===== config.mk =====
export PLATFORM = sky130hd
export DESIGN_NAME = serial_subtractor
export DESIGN_NICKNAME = d
export VERILOG_FILES = /design/src/rtl/serial_subtractor.sv
export SDC_FILE = /design/constraint.sdc
export NUM_CORES = 1
export LEC_CHECK = 0
export CELL_PAD_IN_SITES_DETAIL_PLACEMENT = 1
export CELL_PAD_IN_SITES_GLOBAL_PLACEMENT = 2
export CORE_UTILIZATION = 36
export DETAILED_ROUTE_END_ITERATION = 8
export PLACE_DENSITY = 0.79
export REMOVE_ABC_BUFFERS = 1
export SKIP_CTS_REPAIR_TIMING = 1
export SLEW_MARGIN = 15
export SYNTH_ARGS = -nofsm -noshare
export SYNTH_HDL_FRONTEND = slang
export SYNTH_SLANG_ARGS = --single-unit

===== constraint.sdc =====
create_clock -name clk -period 2.5 [get_ports clk]
set_input_delay 0.625 -clock clk [delete_from_list [all_inputs] [get_ports clk]]
set_output_delay 0.625 -clock clk [all_outputs]
set_load 0.05 [all_outputs]

===== src/rtl/serial_subtractor.sv =====
`default_nettype none
// ============================================================================
// Module      : serial_subtractor
// Description : Bit-serial WIDTH-bit subtractor computing in_a - in_b, one bit
//               per clock, LSB first. A single full-subtractor stage is
//               evaluated each cycle. Its borrow output is registered and fed
//               back as the next cycle's borrow input.
// Ports       : clk        - clock, rising-edge active
//               rst_n      - asynchronous active-low reset
//               start      - request a subtraction (sampled only when idle)
//               in_a/in_b  - minuend / subtrahend, captured on accept
//               busy       - high while a subtraction is in progress
//               done       - one-cycle pulse after the result is written
//               difference - in_a - in_b modulo 2^WIDTH
//               borrow_out - final borrow (in_a < in_b unsigned)
//               overflow   - signed overflow of the subtraction
// Revision    : 1.0 - initial release
// ============================================================================
module serial_subtractor #(
    parameter int WIDTH = 8
) (
    input  logic             clk,
    input  logic             rst_n,
    input  logic             start,
    input  logic [WIDTH-1:0] in_a,
    input  logic [WIDTH-1:0] in_b,
    output logic             busy,
    output logic             done,
    output logic [WIDTH-1:0] difference,
    output logic             borrow_out,
    output logic             overflow
);

    localparam int                 c_CNT_W   = $clog2(WIDTH + 1);
    localparam logic [c_CNT_W-1:0] c_LAST    = c_CNT_W'(WIDTH - 1);
    localparam logic [c_CNT_W-1:0] c_ONE     = c_CNT_W'(1);

    localparam logic [0:0]         c_ST_IDLE = 1'b0;
    localparam logic [0:0]         c_ST_RUN  = 1'b1;

    logic [0:0]         r_state;
    logic [0:0]         w_state_nxt;

    logic [WIDTH-1:0]   r_a_sh;
    logic [WIDTH-1:0]   r_b_sh;
    logic [WIDTH-2:0]   r_res_sh;
    logic               r_borrow;
    logic [c_CNT_W-1:0] r_cnt;

    logic               r_done;
    logic [WIDTH-1:0]   r_difference;
    logic               r_borrow_out;
    logic               r_overflow;

    logic               w_accept;
    logic               w_run;
    logic               w_last;
    logic               w_a;
    logic               w_b;
    logic               w_d;
    logic               w_bout;
    logic [WIDTH-1:0]   w_res_full;

    // ------------------------------------------------------------------
    // Full-subtractor stage on the current LSBs and the fed-back borrow
    // ------------------------------------------------------------------
    assign w_a    = r_a_sh[0];
    assign w_b    = r_b_sh[0];
    assign w_d    = w_a ^ w_b ^ r_borrow;
    assign w_bout = (~w_a & w_b) | (~(w_a ^ w_b) & r_borrow);

    // The new bit enters from the MSB side; on the final step this is the
    // complete result with every earlier bit already shifted down.
    assign w_res_full = {w_d, r_res_sh};

    // ------------------------------------------------------------------
    // FSM: state register
    // ------------------------------------------------------------------
    always_ff @(posedge clk or negedge rst_n) begin
        if (!rst_n) begin
            r_state <= c_ST_IDLE;
        end else begin
            r_state <= w_state_nxt;
        end
    end

    // ------------------------------------------------------------------
    // FSM: next-state logic
    // ------------------------------------------------------------------
    always_comb begin
        w_state_nxt = r_state;
        case (r_state)
            c_ST_IDLE: if (start)  w_state_nxt = c_ST_RUN;
            c_ST_RUN:  if (w_last) w_state_nxt = c_ST_IDLE;
            default:               w_state_nxt = c_ST_IDLE;
        endcase
    end

    // ------------------------------------------------------------------
    // FSM: output / control decode
    // ------------------------------------------------------------------
    always_comb begin
        w_run    = (r_state == c_ST_RUN);
        w_accept = (r_state == c_ST_IDLE) && start;
        w_last   = w_run && (r_cnt == c_LAST);
        busy     = w_run;
    end

    // ------------------------------------------------------------------
    // Datapath: operand shifters, borrow loop, counter and result capture
    // ------------------------------------------------------------------
    always_ff @(posedge clk or negedge rst_n) begin
        if (!rst_n) begin
            r_a_sh       <= '0;
            r_b_sh       <= '0;
            r_res_sh     <= '0;
            r_borrow     <= 1'b0;
            r_cnt        <= '0;
            r_done       <= 1'b0;
            r_difference <= '0;
            r_borrow_out <= 1'b0;
            r_overflow   <= 1'b0;
        end else begin
            r_done <= w_last;
            if (w_accept) begin
                r_a_sh   <= in_a;
                r_b_sh   <= in_b;
                r_res_sh <= '0;
                r_borrow <= 1'b0;
                r_cnt    <= '0;
            end else if (w_run) begin
                r_a_sh   <= r_a_sh >> 1;
                r_b_sh   <= r_b_sh >> 1;
                r_res_sh <= w_res_full[WIDTH-1:1];
                r_borrow <= w_bout;
                r_cnt    <= r_cnt + c_ONE;
                if (w_last) begin
                    r_difference <= w_res_full;
                    r_borrow_out <= w_bout;
                    // On the last step the shifter LSBs hold the operand MSBs.
                    r_overflow   <= (w_a ^ w_b) & (w_a ^ w_d);
                end
            end
        end
    end

    assign done       = r_done;
    assign difference = r_difference;
    assign borrow_out = r_borrow_out;
    assign overflow   = r_overflow;

endmodule
`default_nettype wire


==> summary.txt, run 1 <==
Status
  – Run status: complete, but fails checks
  – Failing checks: DRC

Drt
  – Initial DRC count: 44
  – Via density per instance: 5.023
  – Routed vias: 1,115
  – Drt drc: 2
  – Final WL: 3.543 mm
  – DRT Pass-1 Iters: 6
  – Avg WL per Cell: 15.96 um
  – ANT nets after route: 0

Job
  – Max-Cap Viols: 0

Timing
  – Actual slew at the worst max-slew pin: 886.4 ps
  – Setup-failing EPs final: 0
  – Minimum clock period: 2097 ps
  – Slew headroom: 0.4091
  – Setup Skew: 11.97 ps
  – Setup tns final: 0 ps
  – Slew Viols, Final: 0
  – Unrepaired setup endpoints after global routing: no
  – Crit share post-route: 0.8389
  – Hold WS: 445.8 ps
  – Count of final hold-check violations: 0
  – Max Fclk: 0.4768 GHz

Floorplan
  – Std-Cell Rows: 24
  – Die ar.: 4977 sq um
  – Initial core utilization: 0.3806
  – Die width: 70.55 um
  – Die height: 70.55 um
  – # IOs: 31
  – Core area: 4444 sq um

Clocking
  – Root Driver: clkbuf_8
  – Number of buffers created by CTS: 5
  – TritonCTS Sinks: 40
  – H-tree levels: 2
  – Reg clk slew, reported paths: 80 ps
  – CTS Buffer Depth: 2
  – CTS tree: built
  – Skew-Pair Late Insertion Delay: 300 ps

Setup path
  – Critical path's largest stage delay: 820 ps
  – Crit path buffers/inverters: 1
  – Worst-path fanout max: 2
  – Req. time, crit path: 1880 ps
  – R2R setup slack: 850 ps
  – Worst EP arrival: 1470 ps
  – Slowest stage cell, crit path: clkdlybuf4s50_1
  – Crit. End Element: output pin
  – CP delay by family, top: buffers and inverters
  – Kind of critical path: flop to output pin
  – Type of origin of the critical path: flop
  – Crit-path cells: clkdlybuf4s50_1

Synthesis
  – Seq/Total Area, Yosys: 0.5917
  – Mapped Area: 1692 sq um
  – Synth Register Bits: 40
  – Unique cell type count in the Yosys netlist: 20
  – Syn. warnings: 0
  – Syn_area_per_cell: 12.35 sq um
  – Post-synthesis instance total: 137

Finish
  – P&R area growth vs syn: 28.55%
  – Fillcell total: 470
  – Ratio of cells with drive above 1 in the final layout: 0.1294
  – Layout net count: 191
  – Non-Filler Instances: 222
  – Reg area: 1001 sq um
  – Antenna Cells: 0
  – Multi-input logic area: 623.1 sq um

Global routing
  – Largest net degree at the start of global routing: 41
  – Vias in the first global route: 1,245
  – Global route overflow: 0
  – First-pass GRT wire length: 6.182 mm
  – Initial antenna violation count: 0
  – Gr usage total: 0.1659

Placed design
  – Final HPWL DP: 2.276 mm
  – Placer Congestion: 0.7178
  – Port bufs: 30
  – DP Cell Count: 214

Worst hold path
  – Worst Hold Class: input port to async pin

Power and ir drop
  – Lkg Pwr: 1.014 nW
  – Maximum vdd drop: 0.4066 mV
  – PD cells: 1327 nW/um^2
-- state kept, by name, summed over array words and instances (netlist names) --
register and flops:
r_a_sh 8, borrow_out 1, r_b_sh 8, r_cnt 4
difference 8, busy 1, r_borrow 1, done 1
r_res_sh 7, overflow 1
-- routing by layer --
metal,global-route usage,wire length [um],vias to the layer above
met1,0.2061,1588,558
met2,0.2654,1755,20
met5,0,0,-
met3,0.03989,108,7
li1,-,-,530
met4,0.09778,90,0
-- cell families after synthesis --
family                     share of synthesized area
muxes                                         0.1590
DFF                                           0.5917
adders and majority gates                    0.02663
buffers and inverters                        0.03994
AOI/OAI and AO/OA                             0.1021
xor gates and xnor gates                     0.01554
and+or+nand+nor                              0.06508
-- cell usage in the layout (no fill, tap or decap) --
| master | n |
|---|---|
| ha_1 | 2 |
| a22o_1 | 8 |
| bufinv_16 | 1 |
| mux2i_1 | 16 |
| nor2_1 | 4 |
| xnor2_1 | 2 |
| o31ai_1 | 1 |
| dfrtp_1 | 40 |
| nand4b_2 | 1 |
| inv_1 | 5 |
| buf_2 | 1 |
| nand3_1 | 1 |
| clkbuf_8 | 7 |
| o21ai_0 | 19 |
| buf_4 | 2 |
| mux2_2 | 3 |
| buf_12 | 2 |
| fa_1 | 1 |
| clkdlybuf4s50_1 | 28 |
| nand2_1 | 20 |
| xor2_1 | 1 |
| mux2_4 | 5 |
-- area by class of cell --
class,count,share of cell area
flip-flops and latches,40,0.4603
multi-input cells,84,0.2865
repair buffers,33,0.1565
clock buffers,7,0.04430
well taps,52,0.02992
clock inverters,1,0.01381
inverters,5,0.008631
-- where the power goes --
part / internal, W / switching, W / total [W]
Clock: 0.000353 / 0.000236 / 0.000588
Sequential: 0.000914 / 0.000212 / 0.00113
Combinational: 0.000525 / 0.000647 / 0.00117
-- metrics by stage --
step | cell area, sq um | util | power, W | worst slack, ps
after global routing | 2175 | 0.4893 | 0.003075 | 348.7
after detailed placement | 2048 | 0.4609 | 0.002313 | 532.6
after global placement | 2048 | 0.4609 | 0.002251 | 571.2
after CTS | 2175 | 0.4893 | 0.002929 | 385.1
final | 2175 | 0.4893 | 0.002886 | 402.8
after floorplan | 1643 | - | 0.001895 | 341.4
-- synth_stat cells --
library cell	count	share of area
a22o_1	8	0.041
buf_2	3	0.0089
buf_4	2	0.0089
buf_6	1	0.0067
clkbuf_1	2	0.0044
dfrtp_1	40	0.59
fa_1	1	0.012
ha_1	2	0.015
inv_1	5	0.011
mux2_2	3	0.020
mux2_4	5	0.044
mux2i_1	16	0.095
nand2_1	20	0.044
nand3_1	1	0.0030
nand4b_2	1	0.0089
nor2_1	4	0.0089
o21ai_0	19	0.056
o31ai_1	1	0.0044
xnor2_1	2	0.010
xor2_1	1	0.0052
-- worst paths after layout --
path,startpoint,endpoint,cells after the start
max in group asynchronous,rst_n,r_a_sh[1],1
hold reg to reg,overflow,overflow,2
min in group clk,overflow,overflow,2
hold / removal,rst_n,difference[1],1
setup reg to reg,busy,difference[3],2
setup / recovery,difference[1],difference[1],1
Power figures use the tool's default switching activity.
==> run 2, diff against run 1 <==
--- a/config.mk
+++ b/config.mk
@@ -7,9 +7,9 @@
 export LEC_CHECK = 0
 export CELL_PAD_IN_SITES_DETAIL_PLACEMENT = 1
 export CELL_PAD_IN_SITES_GLOBAL_PLACEMENT = 2
-export CORE_UTILIZATION = 36
+export CORE_UTILIZATION = 34
 export DETAILED_ROUTE_END_ITERATION = 8
-export PLACE_DENSITY = 0.79
+export PLACE_DENSITY = 0.75
 export REMOVE_ABC_BUFFERS = 1
 export SKIP_CTS_REPAIR_TIMING = 1
 export SLEW_MARGIN = 15
==> constraint.sdc (replaced) <==
create_clock -name clk -period 1.95 [get_ports clk]
set_input_delay 0.4875 -clock clk [delete_from_list [all_inputs] [get_ports clk]]
set_output_delay 0.4875 -clock clk [all_outputs]
set_load 0.05 [all_outputs]
==> run 2 against run 1 <==
The flow now finishes without violations. First-iteration DRC count increased by 120%. Non-clock buffer count increased by 3. Combinational power increased by 29%. Critical path depth increased by 2. Critical endpoint is now difference[3]. Largest cell class unchanged.
==> summary.txt, run 2 (synthesized netlist as in run 1, its figures left out) <==
Setup path
  – Type of origin of the critical path: flop (unchanged)
  – Crit-path cells: ha_1, nand4b_2, mux2_4 (was clkdlybuf4s50_1)
  – Kind of critical path: flop to flop (was flop to output pin)
  – Crit path buffers/inverters: 0 (was 1)
  – Worst EP arrival: 1770 ps (was 1470 ps)
  – Crit. End Element: flop (was output pin)
  – CP delay by family, top: multiplexers (was buffers and inverters)
  – Req. time, crit path: 2120 ps (was 1880 ps)
  – Critical path's largest stage delay: 450 ps (was 820 ps)
  – Worst-path fanout max: 13 (was 2)
  – Slowest stage cell, crit path: mux2_4 (was clkdlybuf4s50_1)

Global routing
  – Met3 Usage GRT: 0.03056 (was 0.03989)
  – Global route hottest layer: met2 (unchanged)
  – Gr usage total: 0.1431 (was 0.1659)
  – Largest net degree at the start of global routing: 41 (unchanged)
  – Vias in the first global route: 1,173 (was 1,245)
  – Met1 Use GR: 0.1991 (was 0.2061)
  – First-pass GRT wire length: 5.727 mm (was 6.182 mm)
  – Global-route track usage on met2: 0.2201 (was 0.2654)
  – Initial antenna violation count: 0 (unchanged)
  – Global route overflow: 0 (unchanged)

Timing
  – Minimum clock period: 1601 ps
  – Setup-failing EPs final: 0 (unchanged)
  – Count of final hold-check violations: 0 (unchanged)
  – Unrepaired setup endpoints after global routing: no (unchanged)
  – Max Fclk: 0.6245 GHz
  – Setup tns final: 0 ps (unchanged)
  – Actual slew at the worst max-slew pin: 519.6 ps (was 886.4 ps)
  – Slew Viols, Final: 0 (unchanged)
  – Slew headroom: 0.6536 (was 0.4091)
  – Crit share post-route: 0.8212
  – Setup Skew: 7.378 ps (was 11.97 ps)
  – PnR worst setup slack: 348.7 ps (was 402.8 ps)

Drt
  – Final WL: 3.345 mm (was 3.543 mm)
  – Routed vias: 1,123 (was 1,115)
  – Via density per instance: 4.679 (was 5.023)
  – Drt drc: 0 (was 2)
  – Avg WL per Cell: 13.94 um (was 15.96 um)
  – Initial DRC count: 96 (was 44)
  – DRT Pass-1 Iters: 4 (was 6)
  – ANT nets after route: 0 (unchanged)

Finish
  – Antenna Cells: 0 (unchanged)
  – P&R area growth vs syn: 28.55% (unchanged)
  – Ratio of cells with drive above 1 in the final layout: 0.1965 (was 0.1294)
  – Layout net count: 194 (was 191)
  – Most frequent cells in the layout: dfrtp_1, nand2_1, o21ai_0 (was dfrtp_1, clkdlybuf4s50_1, nand2_1)
  – Commonest non-fill, non-tap cell in the layout: dfrtp_1 (unchanged)

Floorplan
  – Std-Cell Rows: 25 (was 24)
  – # IOs: 31 (unchanged)
  – Die height: 72.54 um (was 70.55 um)
  – Initial core utilization: 0.3558 (was 0.3806)
  – Core area: 4755 sq um (was 4444 sq um)
  – Die width: 72.54 um (was 70.55 um)
  – Die ar.: 5261 sq um (was 4977 sq um)

Placed design
  – Placer Congestion: 0.6565 (was 0.7178)
  – Final HPWL DP: 2.277 mm (was 2.276 mm)
  – DP Worst Slack: 281.4 ps (was 532.6 ps)
  – Port bufs: 30 (unchanged)

Clocking
  – Number of buffers created by CTS: 5 (unchanged)
  – Reg clk slew, reported paths: 80 ps (about the same)
  – CTS tree: built (unchanged)
  – CTS Buffer Depth: 2 (unchanged)
  – H-tree levels: 2 (unchanged)
  – Skew-Pair Late Insertion Delay: 290 ps (was 300 ps)
  – Root Driver: clkbuf_8 (unchanged)
  – TritonCTS Sinks: 40 (unchanged)

Power and ir drop
  – Lkg Pwr: 1.050 nW (was 1.014 nW)
  – Power Total: 0.003575 W (was 0.002886 W)
  – Maximum vdd drop: 0.5169 mV (was 0.4066 mV)
  – PD cells: 1644 nW/um^2 (was 1327 nW/um^2)

Job
  – Max-Cap Viols: 0 (unchanged)

Worst hold path
  – Worst Hold Class: input port to async pin (unchanged)

Status
  – Run status: complete, no violations (was complete, but fails checks)
==> run 2: cell types whose count changed in the layout (fill, tap and decap cells not counted) <==
cell	change
dlymetal6s2s_1	+1
clkbuf_8	-2
buf_4	+13
clkbuf_1	+1
clkdlybuf4s50_1	-11
clkinv_2	+1
==> run 2: path summary, 6_finish.rpt <==
kind                       startpoint       endpoint  slack (ps)  cells after the start
min in group clk             overflow       overflow         480                      2
hold / removal                  rst_n      r_a_sh[0]         250                      2
setup reg to reg             r_cnt[0]  difference[3]         350                      3
setup / recovery             r_cnt[0]  difference[3]         350                      3
hold reg to reg              overflow       overflow         480                      2
max in group asynchronous       rst_n    r_res_sh[4]        1330                      2
==> run 2: final cells by class <==
cell class              instances  area [sq um]
flip-flops and latches         40          1001
inverters                       5         18.77
well taps                      67         83.83
clock buffers                   6         72.57
multi-input cells              84         623.1
fillers                       519          2580
clock inverters                 2         35.03
repair buffers                 36         340.3
==> run 2: per-layer routing <==
metal,vias up,part of all wire
met2,15,0.49
li1,535,-
met4,0,0.018
met1,568,0.46
met5,-,0
met3,5,0.025
==> run 2: power by group <==
part,internal [W],switching (W),leakage [nW]
clock network,0.000380,0.000277,0.0552
logic,0.000656,0.000853,0.481
registers,0.00117,0.000237,0.514
==> run 2: through the flow <==
stage,hold slack (ps),util,instances,instance area (sq um)
after floorplan,191.9,-,129,1643
after global placement,461.4,0.4342,232,2064
after detailed placement,467.7,0.4342,232,2064
after CTS,267.8,0.4568,240,2172
after global routing,304.2,0.4574,240,2175
final,250.6,0.4574,240,2175
==> run 3, diff against run 2 <==
--- a/config.mk
+++ b/config.mk
@@ -7,9 +7,9 @@
 export LEC_CHECK = 0
 export CELL_PAD_IN_SITES_DETAIL_PLACEMENT = 1
 export CELL_PAD_IN_SITES_GLOBAL_PLACEMENT = 2
-export CORE_UTILIZATION = 34
+export CORE_UTILIZATION = 31
 export DETAILED_ROUTE_END_ITERATION = 8
-export PLACE_DENSITY = 0.75
+export PLACE_DENSITY = 0.72
 export REMOVE_ABC_BUFFERS = 1
 export SKIP_CTS_REPAIR_TIMING = 1
 export SLEW_MARGIN = 15
==> constraint.sdc (replaced) <==
create_clock -name clk -period 1.35 [get_ports clk]
set_input_delay 0.3375 -clock clk [delete_from_list [all_inputs] [get_ports clk]]
set_output_delay 0.3375 -clock clk [all_outputs]
set_load 0.05 [all_outputs]
==> run 3 against run 2 <==
Critical path depth stayed put. Clock power is 24% higher. Highest routed layer unchanged. Global-route usage is 0.28 points higher. Wire length is 20% higher. The flow now finishes with violations (setup timing). Hold slack worse by 250 ps. Register-to-register slack worse by 500 ps.
==> summary.txt, run 3 (synthesized netlist as in run 1, its figures left out) <==
Global routing
  – Gr usage total: 0.1460 (was 0.1431)
  – Initial antenna violation count: 0 (unchanged)
  – Global route overflow: 0 (unchanged)
  – Vias in the first global route: 1,203 (was 1,173)
  – Largest net degree at the start of global routing: 41 (unchanged)
  – First-pass GRT wire length: 5.989 mm (was 5.727 mm)

Clocking
  – Skew-Pair Late Insertion Delay: 290 ps (about the same)
  – CTS tree: built (unchanged)
  – TritonCTS Sinks: 40 (unchanged)
  – Root Driver: clkbuf_8 (unchanged)
  – CTS Buffer Depth: 2 (unchanged)
  – Reg clk slew, reported paths: 70 ps (was 80 ps)
  – Number of buffers created by CTS: 5 (unchanged)
  – H-tree levels: 2 (unchanged)

Finish
  – Fillcell total: 537 (was 519)
  – Layout net count: 211 (was 194)
  – Antenna Cells: 0 (unchanged)
  – Most frequent cells in the layout: dfrtp_1, nand2_1, o21ai_0, buf_4, clkdlybuf4s50_1 (was dfrtp_1, nand2_1, o21ai_0)
  – Ratio of cells with drive above 1 in the final layout: 0.2842 (was 0.1965)
  – Multi-input logic area: 646.9 sq um (was 623.1 sq um)
  – P&R area growth vs syn: 46.23% (was 28.55%)
  – Non-Filler Instances: 260 (was 240)
  – Commonest non-fill, non-tap cell in the layout: dfrtp_1 (unchanged)
  – Reg area: 1001 sq um (unchanged)

Status
  – Run status: complete, but fails checks (was complete, no violations)
  – Failing checks: setup timing

Drt
  – Routed vias: 1,199 (was 1,123)
  – Initial DRC count: 55 (was 96)
  – Avg WL per Cell: 15.45 um (was 13.94 um)
  – Final WL: 4.018 mm (was 3.345 mm)
  – Via density per instance: 4.612 (was 4.679)
  – ANT nets after route: 0 (unchanged)
  – DRT Pass-1 Iters: 4 (unchanged)
  – Drt drc: 0 (unchanged)

Timing
  – Count of final hold-check violations: 0 (unchanged)
  – Hold WS: 3.030 ps (was 250.6 ps)
  – Max Fclk: 0.6649 GHz (was 0.6245 GHz)
  – Slew Viols, Final: 0 (unchanged)
  – PnR worst setup slack: -153.9 ps (was 348.7 ps)
  – Unrepaired setup endpoints after global routing: yes (was no)
  – Setup Skew: 4.773 ps (was 7.378 ps)
  – Crit share post-route: 1.114 (was 0.8212)
  – Setup-failing EPs final: 2 (was 0)
  – Slew headroom: 0.8196 (was 0.6536)
  – Actual slew at the worst max-slew pin: 268.3 ps (was 519.6 ps)
  – Minimum clock period: 1504 ps (was 1601 ps)

Placed design
  – Port bufs: 30 (unchanged)
  – Placer Congestion: 0.7959 (was 0.6565)
  – DP Cell Count: 240 (was 232)
  – Final HPWL DP: 2.548 mm (was 2.277 mm)

Power and ir drop
  – Lkg Pwr: 1.158 nW (was 1.050 nW)
  – PD cells: 2434 nW/um^2 (was 1644 nW/um^2)
  – Maximum vdd drop: 0.7085 mV (was 0.5169 mV)

Floorplan
  – Core area: 5172 sq um (was 4755 sq um)
  – Die ar.: 5756 sq um (was 5261 sq um)
  – Die width: 75.87 um (was 72.54 um)
  – Initial core utilization: 0.3270 (was 0.3558)
  – # IOs: 31 (unchanged)
  – Die height: 75.87 um (was 72.54 um)
  – Std-Cell Rows: 26 (was 25)

Setup path
  – Crit. End Element: flop (unchanged)
  – RR Endpoint: overflow (was difference[3])
  – R2R setup slack: -150 ps (was 350 ps)
  – Kind of critical path: flop to flop (unchanged)
  – Type of origin of the critical path: flop (unchanged)
  – Worst-path fanout max: 3 (was 13)
  – Req. time, crit path: 1530 ps (was 2120 ps)
  – RR Startpoint: r_a_sh[0] (was r_cnt[0])
  – Worst EP arrival: 1690 ps (was 1770 ps)
  – R2r worst-path depth: 3 (unchanged)

Job
  – Max-Cap Viols: 0 (unchanged)

Worst hold path
  – Worst Hold Class: input port to async pin (unchanged)
[run 3: changes by cell type in the layout (fill, tap and decap cells not counted), sizes merged]
cell	before	now
bufinv	1	0
dlymetal6s2s	1	0
clkbuf	6	8
clkinv	1	0
buf	18	36
[run 3: per-layer routing]
layer / wire length [um] / global-route usage / share of wire
met1: 1678 / 0.1817 / 0.42
met2: 2158 / 0.2360 / 0.54
met3: 107 / 0.03571 / 0.027
met4: 74 / 0.07407 / 0.018
met5: 0 / 0 / 0
[run 3: cell type report]
cell class,instances,area share
Sequential cell,40,0.4047
Multi-Input combinational cell,84,0.2615
Timing Repair Buffer,53,0.2544
Clock buffer,8,0.03642
Tap cell,70,0.03541
Inverter,5,0.007587
[run 3: power breakdown]
part | internal (W) | switching, W | total, W
combinational | 0.00165 | 0.00142 | 0.00307
clock | 0.000417 | 0.000395 | 0.000812
sequential | 0.00170 | 0.000439 | 0.00214
[run 3: critical path, stage by stage, from the launching register on]
cell and delay, ps:
dfrtp_1 420, fa_2 630, xnor2_1 90, o31ai_1 260
[run 3: per-stage QoR]
stage | TNS (ps) | power, W | cell area [sq um] | setup WS, ps | util
final | -162.9 | 0.006021 | 2474 | -153.9 | 0.4782
after CTS | -212.1 | 0.005692 | 2356 | -69.53 | 0.4555
after global routing | -317.8 | 0.006373 | 2474 | -184.0 | 0.4782
after global placement | -3271 | 0.004738 | 2266 | -130.8 | 0.4381
after detailed placement | -3694 | 0.004846 | 2266 | -175.8 | 0.4381
after floorplan | -18090 | 0.003509 | 1643 | -808.6 | -
[run 3: how the worst max path moves through the flow]
| stage | start | end | slack, ps | cells past startpoint |
|---|---|---|---|---|
| final | r_a_sh[0] | overflow | -150 | 3 |
| after CTS | r_a_sh[0] | overflow | -70 | 3 |
| after floorplan | busy | difference[3] | -810 | 2 |
| after global placement | start | r_res_sh[2] | -130 | 4 |
| after global routing | r_a_sh[0] | overflow | -180 | 3 |
| after detailed placement | start | r_b_sh[1] | -180 | 4 |
